<file path="src/rtl/ureg_n_if.sv">
// ureg_n_if: control and data bundle for the ureg_n universal register.
//   master drives: clr (sync clear), en (clock enable), mode (00 hold,
//                  01 shift right, 10 shift left, 11 load), d (load data),
//                  sin (serial in)
//   slave drives:  q (contents), sout (last bit shifted out),
//                  cnt (shifts since load/clear), drained (cnt == WIDTH)
interface ureg_n_if #(
    parameter int WIDTH = 8
);
    localparam int CW = $clog2(WIDTH + 1);

    logic             clr;
    logic             en;
    logic [1:0]       mode;
    logic [WIDTH-1:0] d;
    logic             sin;
    logic [WIDTH-1:0] q;
    logic             sout;
    logic [CW-1:0]    cnt;
    logic             drained;

    modport master (
        output clr, en, mode, d, sin,
        input  q, sout, cnt, drained
    );

    modport slave (
        input  clr, en, mode, d, sin,
        output q, sout, cnt, drained
    );
endinterface

</file>
<file path="src/rtl/ureg_n.sv">
// ureg_n: WIDTH-bit universal register (hold / shift right / shift left /
// parallel load) with serial in/out, synchronous clear, asynchronous
// active-low reset and a saturating count of bits shifted out.
//   clk   : clock; active edge is falling when NEG_EDGE=1, rising otherwise
//   clr_n : asynchronous active-low reset
//   bus   : ureg_n_if slave (clr, en, mode, d, sin -> q, sout, cnt, drained)
module ureg_n #(
    parameter int WIDTH    = 8,
    parameter bit NEG_EDGE = 1'b1
) (
    input  logic   clk,
    input  logic   clr_n,
    ureg_n_if.slave bus
);
    localparam int            CW      = $clog2(WIDTH + 1);
    localparam logic [CW-1:0] CNT_MAX = CW'(WIDTH);

    localparam logic [1:0] MODE_HOLD = 2'b00;
    localparam logic [1:0] MODE_SHR  = 2'b01;
    localparam logic [1:0] MODE_SHL  = 2'b10;
    localparam logic [1:0] MODE_LOAD = 2'b11;

    logic [WIDTH-1:0] q_r, q_nx;
    logic             sout_r, sout_nx;
    logic [CW-1:0]    cnt_r, cnt_nx;
    logic [CW-1:0]    cnt_inc;

    // Count saturates at WIDTH; shifting itself keeps going.
    assign cnt_inc = (cnt_r == CNT_MAX) ? cnt_r : cnt_r + CW'(1);

    always_comb begin
        q_nx    = q_r;
        sout_nx = sout_r;
        cnt_nx  = cnt_r;
        if (bus.clr) begin
            q_nx    = '0;
            sout_nx = 1'b0;
            cnt_nx  = '0;
        end else if (bus.en) begin
            case (bus.mode)
                MODE_SHR: begin
                    sout_nx = q_r[0];
                    q_nx    = {bus.sin, q_r[WIDTH-1:1]};
                    cnt_nx  = cnt_inc;
                end
                MODE_SHL: begin
                    sout_nx = q_r[WIDTH-1];
                    q_nx    = {q_r[WIDTH-2:0], bus.sin};
                    cnt_nx  = cnt_inc;
                end
                MODE_LOAD: begin
                    // sout deliberately keeps the last shifted-out bit.
                    q_nx   = bus.d;
                    cnt_nx = '0;
                end
                MODE_HOLD: begin
                end
                default: begin
                end
            endcase
        end
    end

    // Only one of these branches is elaborated, so the state has one driver.
    generate
        if (NEG_EDGE) begin : g_neg
            always_ff @(negedge clk or negedge clr_n) begin
                if (!clr_n) begin
                    q_r    <= '0;
                    sout_r <= 1'b0;
                    cnt_r  <= '0;
                end else begin
                    q_r    <= q_nx;
                    sout_r <= sout_nx;
                    cnt_r  <= cnt_nx;
                end
            end
        end else begin : g_pos
            always_ff @(posedge clk or negedge clr_n) begin
                if (!clr_n) begin
                    q_r    <= '0;
                    sout_r <= 1'b0;
                    cnt_r  <= '0;
                end else begin
                    q_r    <= q_nx;
                    sout_r <= sout_nx;
                    cnt_r  <= cnt_nx;
                end
            end
        end
    endgenerate

    assign bus.q       = q_r;
    assign bus.sout    = sout_r;
    assign bus.cnt     = cnt_r;
    assign bus.drained = (cnt_r == CNT_MAX);
endmodule
</file>
<file path="src/flat_wrapper.sv">
// flat-port wrapper written by rule: the top's interface ports become plain ports
module ureg_n_flat 
#(
    parameter int WIDTH    = 8,
    parameter bit NEG_EDGE = 1'b1
)
  (clk, clr_n, bus_clr, bus_en, bus_mode, bus_d, bus_sin, bus_q, bus_sout, bus_cnt, bus_drained);
  ureg_n_if #(.WIDTH(WIDTH)) bus_i ();
  input  logic clk;
  input  logic clr_n;
  input wire logic [$bits(bus_i.clr)-1:0] bus_clr;
  input wire logic [$bits(bus_i.en)-1:0] bus_en;
  input wire logic [$bits(bus_i.mode)-1:0] bus_mode;
  input wire logic [$bits(bus_i.d)-1:0] bus_d;
  input wire logic [$bits(bus_i.sin)-1:0] bus_sin;
  output wire logic [$bits(bus_i.q)-1:0] bus_q;
  output wire logic [$bits(bus_i.sout)-1:0] bus_sout;
  output wire logic [$bits(bus_i.cnt)-1:0] bus_cnt;
  output wire logic [$bits(bus_i.drained)-1:0] bus_drained;
  assign bus_i.clr = bus_clr;
  assign bus_i.en = bus_en;
  assign bus_i.mode = bus_mode;
  assign bus_i.d = bus_d;
  assign bus_i.sin = bus_sin;
  assign bus_q = bus_i.q;
  assign bus_sout = bus_i.sout;
  assign bus_cnt = bus_i.cnt;
  assign bus_drained = bus_i.drained;
  ureg_n #(.WIDTH(WIDTH), .NEG_EDGE(NEG_EDGE)) u_core (.clk(clk), .clr_n(clr_n), .bus(bus_i));
endmodule
</file>
<file path="config.mk">
export PLATFORM = sky130hd
export DESIGN_NAME = ureg_n_flat
export DESIGN_NICKNAME = d
export VERILOG_FILES = /design/src/rtl/ureg_n_if.sv /design/src/rtl/ureg_n.sv /design/src/flat_wrapper.sv
export SDC_FILE = /design/constraint.sdc
export NUM_CORES = 1
export LEC_CHECK = 0
export CAP_MARGIN = 10
export CORE_UTILIZATION = 45
export DETAILED_ROUTE_END_ITERATION = 16
export PLACE_DENSITY = 0.78
export RECOVER_POWER = 25
export SYNTH_ARGS = -nofsm -noshare
export SYNTH_HDL_FRONTEND = slang
export SYNTH_SLANG_ARGS = --single-unit
</file>
<file path="constraint.sdc">
create_clock -name clk -period 1.85 [get_ports clk]
set_clock_uncertainty 0.15 [all_clocks]
set_input_delay 0.555 -clock clk [delete_from_list [all_inputs] [get_ports clk]]
set_output_delay 0.555 -clock clk [all_outputs]
set_load 0.05 [all_outputs]
</file>
==> metrics.txt, run 1 <==
Stop Error [ERROR DPL-0038] Utilization greater than 100%, impossible to legalize; Mean Syn Cell Area approximately 10 µm²; DP Area 1630 µm²; Top FF cell, synth dfrtn_1; Post-Syn Area 906 µm²; Placer Congestion 0.871; CTS Buf Count 3; Seq cells post-synth 13; FP Rows 15; Post-synth EDFFs 0; Yosys Warn Count 0; Synth top cells by count 13 x dfrtn_1, 12 x a21oi_1; post-CTS setup buffer count 13; Seq/Total Area, Yosys between 30% and 40%; status aborted with a tool error; Die Span Y roughly 47 µm; TritonCTS Sinks 13; IO Count 29; final HPWL from detailed placement 2.54 mm; die width between 40 and 50 µm; Cells after Synth 91; Place WS -1750 ps; clk root buf clkbuf_4; failing step 4_1_cts; Yosys top cell area share 35.9%; area leader, netlist dfrtn_1; # hold bufs at CTS 0; H-Tree Depth 1; syn_nets around 110; Synth area leaders dfrtn_1 36%, mux2_2 9.9%, or3b_2 7.7%; Starting Density between 50 and 60%; cts repair resizes 37; Unique masters post-synth 27; most common cell in the netlist dfrtn_1; Post-synth ARST share 100%; Port Buffers 28; Bufs on Longest Clock Path 2
-- kinds of logic after synthesis --
kind of cell             after synthesis  synth area share (%)
AO/OA/AOI/OAI                         27                  20.2
adder cells (fa/ha/maj)                5                  6.91
flip-flops                            13                  35.9
AND/OR/NAND/NOR                       25                  20.9
multiplexers                           8                  9.95
buffers and inverters                 13                  6.22
-- per-stage QoR --
stage / TNS (ps) / cells
after detailed placement: -29440 / 165
after global placement: -28300 / 165
after floorplan: -20290 / 91
==> run 2: changes to the inputs <==
--- a/config.mk
+++ b/config.mk
@@ -6,9 +6,10 @@
 export NUM_CORES = 1
 export LEC_CHECK = 0
 export CAP_MARGIN = 10
-export CORE_UTILIZATION = 45
+export CORE_AREA = 2 2 63 65
 export DETAILED_ROUTE_END_ITERATION = 16
-export PLACE_DENSITY = 0.78
+export DIE_AREA = 0 0 65 67
+export PLACE_DENSITY_LB_ADDON = 0.15
 export RECOVER_POWER = 25
 export SYNTH_ARGS = -nofsm -noshare
 export SYNTH_HDL_FRONTEND = slang
==> run 2 against run 1 <==
- the flow now finishes, with violations (setup timing)
- synthesized cell count unchanged
- synthesized area did not move
==> metrics.txt, run 2 <==
worst hold path cell count 3; Critical Path Start Type input port; leakage power 0.792 nW; most frequent cells in the layout 25 x buf_4, 15 x buf_12, 13 x dfrtn_1, 10 x a21oi_1, 10 x clkdlybuf4s50_1; Yosys top cell area share around 36%; Place WS -1700 ps; Placer Congestion 0.738; # diodes 0; CTS tree done; Tightest Pin Transition 258 ps; area leader, netlist dfrtn_1; Critical-path top delay cell or3_4; DR vias approximately 950; Final Setup Violations 27; global-route wire length before repair 4.39 mm; area grow syn2layout 103%; violated checks setup timing; Seq cells post-synth 13; Seq/Total Area, Yosys between 30% and 40%; Synth area leaders dfrtn_1 36%, mux2_2 9.9%, or3b_2 7.7%; Post-synth ARST share 100%; total power density per cell area 538 nW/µm²; DRT Wirelength 2.73 mm; most common cell in the netlist dfrtn_1; initial drt markers 17; Mean Syn Cell Area around 10 µm²; initial antenna violation count 0; Yosys Warn Count 0; R2R cell count 6; fillers 327; Routed Antenna Nets 0; Cells after Synth 91; WS Path Type in -> reg; # hold bufs at CTS 0; post-route worst setup slack -1020 ps; post-synthesis compound-gate area fraction 20.2%; WL per Instance 13.8 µm; Post-Synth XOR/XNOR Area 0%; adder-cell share of the synthesized area 6.91%; Post-synth EDFFs 0; Hold Path Class reg -> reg; Pins Over Slew Limit 0; Top FF cell, synth dfrtn_1; First-pass DRT Iterations 4; Unique masters post-synth 27; core area 3610 µm²; critical-path cell list buf_8, buf_6, ha_4, or3_4, a21oi_4, buf_12, mux2_4; CP required 880 ps; clk root buf clkbuf_8; NumNets Final approximately 170; die width 65 µm; Worst slew margin 82.8%; Final Hold Vio Count 0; DRC viols 0; largest family of logic cells by synthesized area simple AND/OR/NAND/NOR gates; global route overflow 0; worst ir drop on vdd around 0.23 mV; Synth top cells by count 13 x dfrtn_1, 12 x a21oi_1; Crit Path Max Fanout 8; largest net degree at the start of global routing 21; setup tns final -21140 ps; syn_nets about 110; TritonCTS Sinks 13; layout cells sized above 1 58.0%; H-Tree Depth 1; number of global-route vias before repair 940; average vias per placed instance 4.79; Bufs on Longest Clock Path 2; status finished, violations left; Clock Pin Slew Worst Setup and Hold Paths 40 ps; arrival time worst endpoint 1900 ps; FP Rows 22; Clock Latency Late Sink 260 ps; multiplexer area fraction after synthesis slightly below 10%; Core Util, Final 50.9%; IO Count 29; CTS Buf Count 3; Die Span Y 67 µm; RSZ-0062 raised after global routing yes; GRT Util Overall 13.4%; Worst setup EP type register; commonest non-fill, non-tap cell in the layout buf_4; Largest register FFs 8; max incr delay on CP 390 ps; final HPWL from detailed placement approximately 1.8 mm; Starting Density 25.1%; max-cap viol count 0; Post-Syn Area 906 µm²; Die Area 4360 µm²; Port Buffers 28; simple logic cell fraction of the synthesized area 20.9%
[run 2: cell counts after synthesis]
Identical to the previous run, type by type.
[run 2: final timing paths]
path	from	end	slack [ps]
max in group asynchronous	clr_n	u_core.bus.q[0]	90
min in group asynchronous	clr_n	u_core.bus.cnt[0]	1270
max	bus_mode[1]	u_core.bus.q[5]	-1020
min	u_core.bus.cnt[0]	u_core.bus.cnt[0]	450
min reg2reg	u_core.bus.cnt[0]	u_core.bus.cnt[0]	450
max reg2reg	u_core.bus.cnt[3]	u_core.bus.cnt[2]	240
[run 2: logic make-up after synthesis]
family                   Yosys count
buffers and inverters             13
AND/OR/NAND/NOR                   25
flip-flops                        13
adder cells (fa/ha/maj)            5
multiplexers                       8
AO/OA/AOI/OAI                     27
[run 2: stage by stage]
step	total power, W	area [µm²]	hold slack [ps]	cells
after floorplan	0.000510	1010	611	91
after global placement	0.000705	1650	402	186
after global routing	0.00104	1840	498	198
after CTS	0.000981	1780	443	195
final	0.000988	1840	445	198
after detailed placement	0.000707	1650	416	186
[run 2: routing by layer]
| metal | track usage [%] | vias to the layer above | wire length (µm) |
|---|---|---|---|
| met4 | 6.65 | 0 | 31 |
| met3 | 3.38 | 5 | 147 |
| li1 | - | 458 | - |
| met2 | 19.8 | 29 | 1300 |
| met1 | 17.9 | 457 | 1250 |
| met5 | 0 | - | 0 |
[run 2: layout make-up]
class	instances	area, µm²	share of cell area [%]
clock buffer	4	45.0	2.45
inverter	8	37.5	2.04
multi-input combinational	65	662	36.0
sequential	13	325	17.7
tap	48	60.1	3.27
timing repair buffer	60	707	38.5
[run 2: what timing repair did]
item	CTS	global route
endpoints found under the setup margin	27	27
buffers inserted	6	5
gates resized for setup	25	11
pin swaps	6	6
[run 2: critical path, delay by kind of cell]
kind,cells,cell delay [ps]
fa+ha+maj,1,150
mux,1,300
compound gates,1,150
simple gates,1,390
buf+inv,3,360
[run 2: report_power, final]
part	switching (W)	internal (W)
clock network	0.000106	0.000152
logic	0.000180	0.000222
registers	0.0000221	0.000306
No activity file was read; power rests on OpenSTA's default activity.
